### src/rtl/memory_dumper.sv
// memory_dumper
//   Walks a RAM region after execution and streams each word out over a
//   valid/ready handshake, one read at a time (no read-ahead). The RAM read
//   port is driven only while a dump is in progress.
//
// Ports
//   clock          system clock, rising edge
//   reset          synchronous active-high reset
//   start          one-cycle pulse, begins a dump when idle
//   base_addr      first address to dump, sampled on start
//   word_count     number of words (0..2^ADDR_WIDTH), sampled on start
//   mem_addr       RAM read address (valid while mem_read)
//   mem_read       RAM read strobe
//   mem_read_data  RAM read data, valid READ_LATENCY cycles after mem_read
//   out_valid      out_data/out_addr hold a word
//   out_data       dumped word
//   out_addr       address of out_data
//   out_ready      consumer accepts a word when out_valid && out_ready
//   busy           high while a non-empty dump is in progress
//   done           one-cycle pulse when a dump completes
module memory_dumper #(
   parameter int ADDR_WIDTH   = 16,
   parameter int DATA_WIDTH   = 16,
   parameter int READ_LATENCY = 1
) (
   input  logic                  clock,
   input  logic                  reset,
   input  logic                  start,
   input  logic [ADDR_WIDTH-1:0] base_addr,
   input  logic [ADDR_WIDTH:0]   word_count,
   output logic [ADDR_WIDTH-1:0] mem_addr,
   output logic                  mem_read,
   input  logic [DATA_WIDTH-1:0] mem_read_data,
   output logic                  out_valid,
   output logic [DATA_WIDTH-1:0] out_data,
   output logic [ADDR_WIDTH-1:0] out_addr,
   input  logic                  out_ready,
   output logic                  busy,
   output logic                  done
);

   localparam logic [2:0] S_IDLE   = 3'd0;
   localparam logic [2:0] S_ISSUE  = 3'd1;
   localparam logic [2:0] S_WAIT   = 3'd2;
   localparam logic [2:0] S_OUTPUT = 3'd3;
   localparam logic [2:0] S_FINISH = 3'd4;

   // READ_LATENCY is at most 4, so three bits hold the countdown.
   localparam int              LAT_W    = 3;
   localparam logic [LAT_W-1:0] LAT_LOAD = LAT_W'(READ_LATENCY);
   localparam logic [LAT_W-1:0] LAT_ONE  = LAT_W'(1);

   logic [2:0]            state_q,     state_d;
   logic [ADDR_WIDTH-1:0] cur_addr_q,  cur_addr_d;
   logic [ADDR_WIDTH:0]   remaining_q, remaining_d;
   logic [LAT_W-1:0]      lat_q,       lat_d;
   logic                  out_valid_q, out_valid_d;
   logic [DATA_WIDTH-1:0] out_data_q,  out_data_d;
   logic [ADDR_WIDTH-1:0] out_addr_q,  out_addr_d;

   always_comb begin
      state_d     = state_q;
      cur_addr_d  = cur_addr_q;
      remaining_d = remaining_q;
      lat_d       = lat_q;
      out_valid_d = out_valid_q;
      out_data_d  = out_data_q;
      out_addr_d  = out_addr_q;

      case (state_q)
         S_IDLE: begin
            if (start) begin
               if (word_count != '0) begin
                  cur_addr_d  = base_addr;
                  remaining_d = word_count;
                  state_d     = S_ISSUE;
               end else begin
                  // Empty dump: report completion without ever going busy.
                  state_d = S_FINISH;
               end
            end
         end

         S_ISSUE: begin
            lat_d   = LAT_LOAD;
            state_d = S_WAIT;
         end

         S_WAIT: begin
            // lat_q reaches 1 in exactly the cycle the RAM presents the data
            // (READ_LATENCY cycles after the ISSUE cycle).
            if (lat_q == LAT_ONE) begin
               out_data_d  = mem_read_data;
               out_addr_d  = cur_addr_q;
               out_valid_d = 1'b1;
               lat_d       = '0;
               state_d     = S_OUTPUT;
            end else begin
               lat_d = lat_q - LAT_ONE;
            end
         end

         S_OUTPUT: begin
            if (out_ready) begin
               out_valid_d = 1'b0;
               // Address wraps naturally at 2^ADDR_WIDTH.
               cur_addr_d  = cur_addr_q + ADDR_WIDTH'(1);
               remaining_d = remaining_q - (ADDR_WIDTH+1)'(1);
               if (remaining_q == (ADDR_WIDTH+1)'(1)) begin
                  state_d = S_FINISH;
               end else begin
                  state_d = S_ISSUE;
               end
            end
         end

         S_FINISH: begin
            state_d = S_IDLE;
         end

         default: begin
            state_d = S_IDLE;
         end
      endcase
   end

   always_ff @(posedge clock) begin
      if (reset) begin
         state_q     <= S_IDLE;
         cur_addr_q  <= '0;
         remaining_q <= '0;
         lat_q       <= '0;
         out_valid_q <= 1'b0;
         out_data_q  <= '0;
         out_addr_q  <= '0;
      end else begin
         state_q     <= state_d;
         cur_addr_q  <= cur_addr_d;
         remaining_q <= remaining_d;
         lat_q       <= lat_d;
         out_valid_q <= out_valid_d;
         out_data_q  <= out_data_d;
         out_addr_q  <= out_addr_d;
      end
   end

   // The read port is only driven during ISSUE; otherwise address is parked at 0.
   assign mem_read  = (state_q == S_ISSUE);
   assign mem_addr  = mem_read ? cur_addr_q : '0;
   assign busy      = (state_q == S_ISSUE) || (state_q == S_WAIT) || (state_q == S_OUTPUT);
   assign done      = (state_q == S_FINISH);
   assign out_valid = out_valid_q;
   assign out_data  = out_data_q;
   assign out_addr  = out_addr_q;

endmodule

### config.mk
export PLATFORM = sky130hd
export DESIGN_NAME = memory_dumper
export DESIGN_NICKNAME = d
export VERILOG_FILES = /design/src/rtl/memory_dumper.sv
export SDC_FILE = /design/constraint.sdc
export NUM_CORES = 1
export LEC_CHECK = 0
export ABC_CLOCK_PERIOD_IN_PS = 1950
export CELL_PAD_IN_SITES_DETAIL_PLACEMENT = 1
export CELL_PAD_IN_SITES_GLOBAL_PLACEMENT = 2
export CORE_MARGIN = 2
export CORE_UTILIZATION = 26
export DETAILED_ROUTE_END_ITERATION = 8
export PLACE_DENSITY = 0.83
export SETUP_SLACK_MARGIN = 0.5
export SLEW_MARGIN = 20
export SYNTH_ARGS = -nofsm -noshare
export SYNTH_HDL_FRONTEND = slang
export SYNTH_SLANG_ARGS = --single-unit
### constraint.sdc
create_clock -name clock -period 1.95 [get_ports clock]
set_input_delay 0.2925 -clock clock [delete_from_list [all_inputs] [get_ports clock]]
set_output_delay 0.2925 -clock clock [all_outputs]
set_load 0.02 [all_outputs]
==> key figures <==
Run status
  • Status: complete, no violations

Clock tree
  • Num CTS Buffers: 9
  • H-tree levels: 3
  • Clock sink count: 72
  • Clk slew on worst S/H paths: 60 ps
  • CTS root buffer: clkbuf_16
  • Post-CTS Hold Fix Bufs: 0
  • CTS tree: built
  • Max Root-Sink Buffers: 2
  • Clock Latency Late Sink: 340 ps

Power and ir drop
  • NetSw: 1447 uW
  • Power per Cell Area: 705.4 nW/um2
  • Power, Total: 4531 uW
  • P_int: 3084 uW
  • Sequential Power Share: 36.8%
  • Sw Share: 31.94%
  • Static leakage: 0.002575 uW
  • Clk pwr share: 35.0%
  • Logic pwr share: 28.1%
  • Worst VDD drop: 462.0 uV

Min path
  • WHS Path Cells: 2
  • Min-Delay Path Class: in2reg
  • Hold endpoint: remaining_q[4]$_SDFFE_PP0P_
  • Hold path startpoint: reset

Final layout
  • Most frequent cells in the layout: nand2_1, dfxtp_1, a21oi_1
  • Commonest non-fill, non-tap cell in the layout: nand2_1
  • Final instance area: 6424 um2
  • Layout cells sized above 1: 31.72%
  • Filler cells: 1642
  • Nets: 715
  • Ant diodes: 0
  • Layout Area Growth over Synthesis: 71.59%

Drt
  • Detailed Route WL: 15260 um
  • Vias post-DR: 4341
  • WL/cell: 18.12 um
  • Vias per inst: 5.156
  • Pre-antenna DRT Iters: 4
  • Remaining DRCs: 0
  • Post-route ant nets: 0
  • Initial DRC count: 183

Setup path
  • CP endpoint kind: primary output
  • Worst Setup Path Type: reg2out
  • CP Launch Point: state_q[1]$_SDFFE_PP0P_
  • R2r endpoint: cur_addr_q[14]$_SDFFE_PP0P_
  • CP Launch Type: flop
  • Worst Path Arrival: 1570 ps
  • Slowest stage cell on the critical path: dfxtp_2
  • Max stage delay on crit path: 340 ps
  • Reg2reg setup slack: 90 ps
  • Cell mode on critical path: buf_6
  • CP Buf/Inv Count: 5
  • Worst r2r src: state_q[0]$_SDFFE_PP0P_
  • Worst Path Required: 1660 ps
  • Cell family with most CP delay: buffers and inverters
  • Worst r2r path cells: 8
  • Crit-path cells: inv_2 -> nand2_4 -> nor2_4 -> buf_12 -> buf_16 -> buf_6 -> and2_4 -> buf_6
  • CP Max Fanout: 6

Timing
  • Slew HR: 64.52%
  • Final setup margin: 83.13 ps
  • Slew @ Worst Pin: 532.2 ps
  • Hold WS: 431.4 ps
  • Final max-slew violation count: 0
  • Final Hold Viols: 0
  • RSZ-0062 raised after global routing: true
  • # setup viols final: 0
  • Min Tclk post-route: 1867 ps
  • Fmax: 535.7 MHz
  • Setup TNS Final: 0 ps
  • Skew final: 7.280 ps
  • Period utilization: 95.74%

GRT
  • Vias in the first global route: 4222
  • GR Overflow Total: 0
  • Gr usage total: 18.48%
  • Largest net degree at the start of global routing: 59
  • First-pass GRT wire length: 21960 um
  • Initial antenna violation count: 0

Floorplan
  • Total core area: 13990 um2
  • Die area: 15370 um2
  • FP Rows: 43
  • Die Y: 124.0 um
  • Starting Density: 26.76%
  • DIE WIDTH: 124.0 um
  • # IOs: 105

Yosys
  • Sequential share of the synthesized area: 38.50%
  • Synth Warn #: 0
  • Synthesized flop and latch total: 72
  • Number of synthesized flops with an enable pin: 0
  • Post-Synthesis Cells: 508
  • Ys flop type: dfxtp_1
  • Syn avg cell area: 7.369 um2
  • Mapped Area: 3744 um2
  • Synth unique cells: 52
  • Synth Net Count: 566
  • Asr flop ratio synth: 0%

Placed design
  • Port bufs: 104
  • Pre-CTS WS: -317.1 ps
  • HPWL Detailed: 9269 um
  • GPL Wtd Cong: 0.7700
  • DP Area: 5279 um2

Run
  • Max-cap viol count: 0
[per-layer routing]
layer | vias to the layer above | wire (um) | global-route usage [%]
met5 | - | 0 | 0
met4 | 0 | 215 | 5.478
met3 | 17 | 624 | 2.656
met2 | 99 | 7654 | 32.90
met1 | 2136 | 6764 | 23.08
li1 | 2089 | - | -
[final cells by class]
class	instances	area, um2	share of cell area (%)
clock inverters	6	45.04	0.7012
well taps	180	225.2	3.506
inverters	7	26.28	0.4090
repair buffers	175	1867	29.06
clock buffers	10	239.0	3.720
multi-input cells	392	2565	39.93
flip-flops and latches	72	1456	22.67
[stage by stage]
stage	utilization (%)	instances
after floorplan	-	508
after global placement	37.74	794
after detailed placement	37.74	794
after CTS	42.13	828
after global routing	45.92	842
final	45.92	842
[power by group through the flow]
stage               Sequential, uW  Combinational [uW]  Clock (uW)
finish                        1670                1270        1590
global route                  1680                1370        1680
CTS                           1660                1090        1610
detailed placement            1690                 925           0
global placement              1680                 901           0
floorplan                     1680                 523           0
[synthesized netlist by cell type (2+ instances only)]
| master | n | area share (%) |
|---|---|---|
| o21ai_0 | 30 | 4.0 |
| a21oi_1 | 78 | 10 |
| buf_2 | 5 | 0.67 |
| and3_1 | 4 | 0.67 |
| nand3_1 | 13 | 1.7 |
| a32o_1 | 2 | 0.53 |
| o31ai_1 | 7 | 1.4 |
| and2_1 | 18 | 3.0 |
| a211oi_2 | 2 | 0.67 |
| clkbuf_1 | 25 | 2.5 |
| a22o_1 | 2 | 0.47 |
| a211oi_1 | 2 | 0.40 |
| nand2_1 | 119 | 12 |
| o41ai_1 | 5 | 1.2 |
| dfxtp_1 | 72 | 39 |
| nor4_1 | 6 | 1.0 |
| buf_6 | 2 | 0.60 |
| ha_1 | 5 | 1.7 |
| nand2b_1 | 10 | 1.7 |
| o31a_1 | 2 | 0.47 |
| or3_1 | 3 | 0.50 |
| o21a_1 | 7 | 1.4 |
| nand4_1 | 3 | 0.50 |
| a31oi_1 | 3 | 0.50 |
| inv_1 | 7 | 0.70 |
| and4_1 | 2 | 0.47 |
| a21o_1 | 3 | 0.60 |
| o32ai_1 | 6 | 1.4 |
| buf_1 | 2 | 0.20 |
| buf_4 | 3 | 0.60 |
| o21ai_1 | 2 | 0.27 |
| nor2_1 | 27 | 2.7 |
| nor3_1 | 12 | 1.6 |
[state kept, by name (all words and copies together) (netlist names)]
name,count
state_q,3
lat_q,3
out_data,16
out_valid,1
remaining_q,17
cur_addr_q,16
out_addr,16
[cell families after synthesis]
group	count (synthesis)	synth area share [%]
buffers and inverters	44	5.281
multiplexers	1	0.2674
AO/OA/AOI/OAI	161	26.30
flip-flops	72	38.50
adder cells (fa/ha/maj)	5	1.671
AND/OR/NAND/NOR	225	27.98
[timing repair]
action                                  4_1_cts  5_1_grt
setup buffers                                15        8
cloned                                        3        6
resized for setup                           197      103
pin swaps                                    12       25
endpoints found under the setup margin      119       87
[how the worst max path moves through the flow]
stage	end	cells after the start
2_1_floorplan	remaining_q[6]$_SDFFE_PP0P_	8
3_3_place_gp	remaining_q[0]$_SDFFE_PP0P_	6
3_5_place_dp	cur_addr_q[14]$_SDFFE_PP0P_	7
4_1_cts	mem_addr[12]	8
5_1_grt	remaining_q[4]$_SDFFE_PP0P_	8
6_report	mem_addr[0]	8
[worst reg2reg max path, delay by kind of cell, from the launching register on]
kind	cells	cell delay, ps
and+or+nand+nor	2	530
AOI/OAI and AO/OA	3	430
buffers and inverters	3	420
DFF	1	360
No activity file was read; power rests on OpenSTA's default activity.
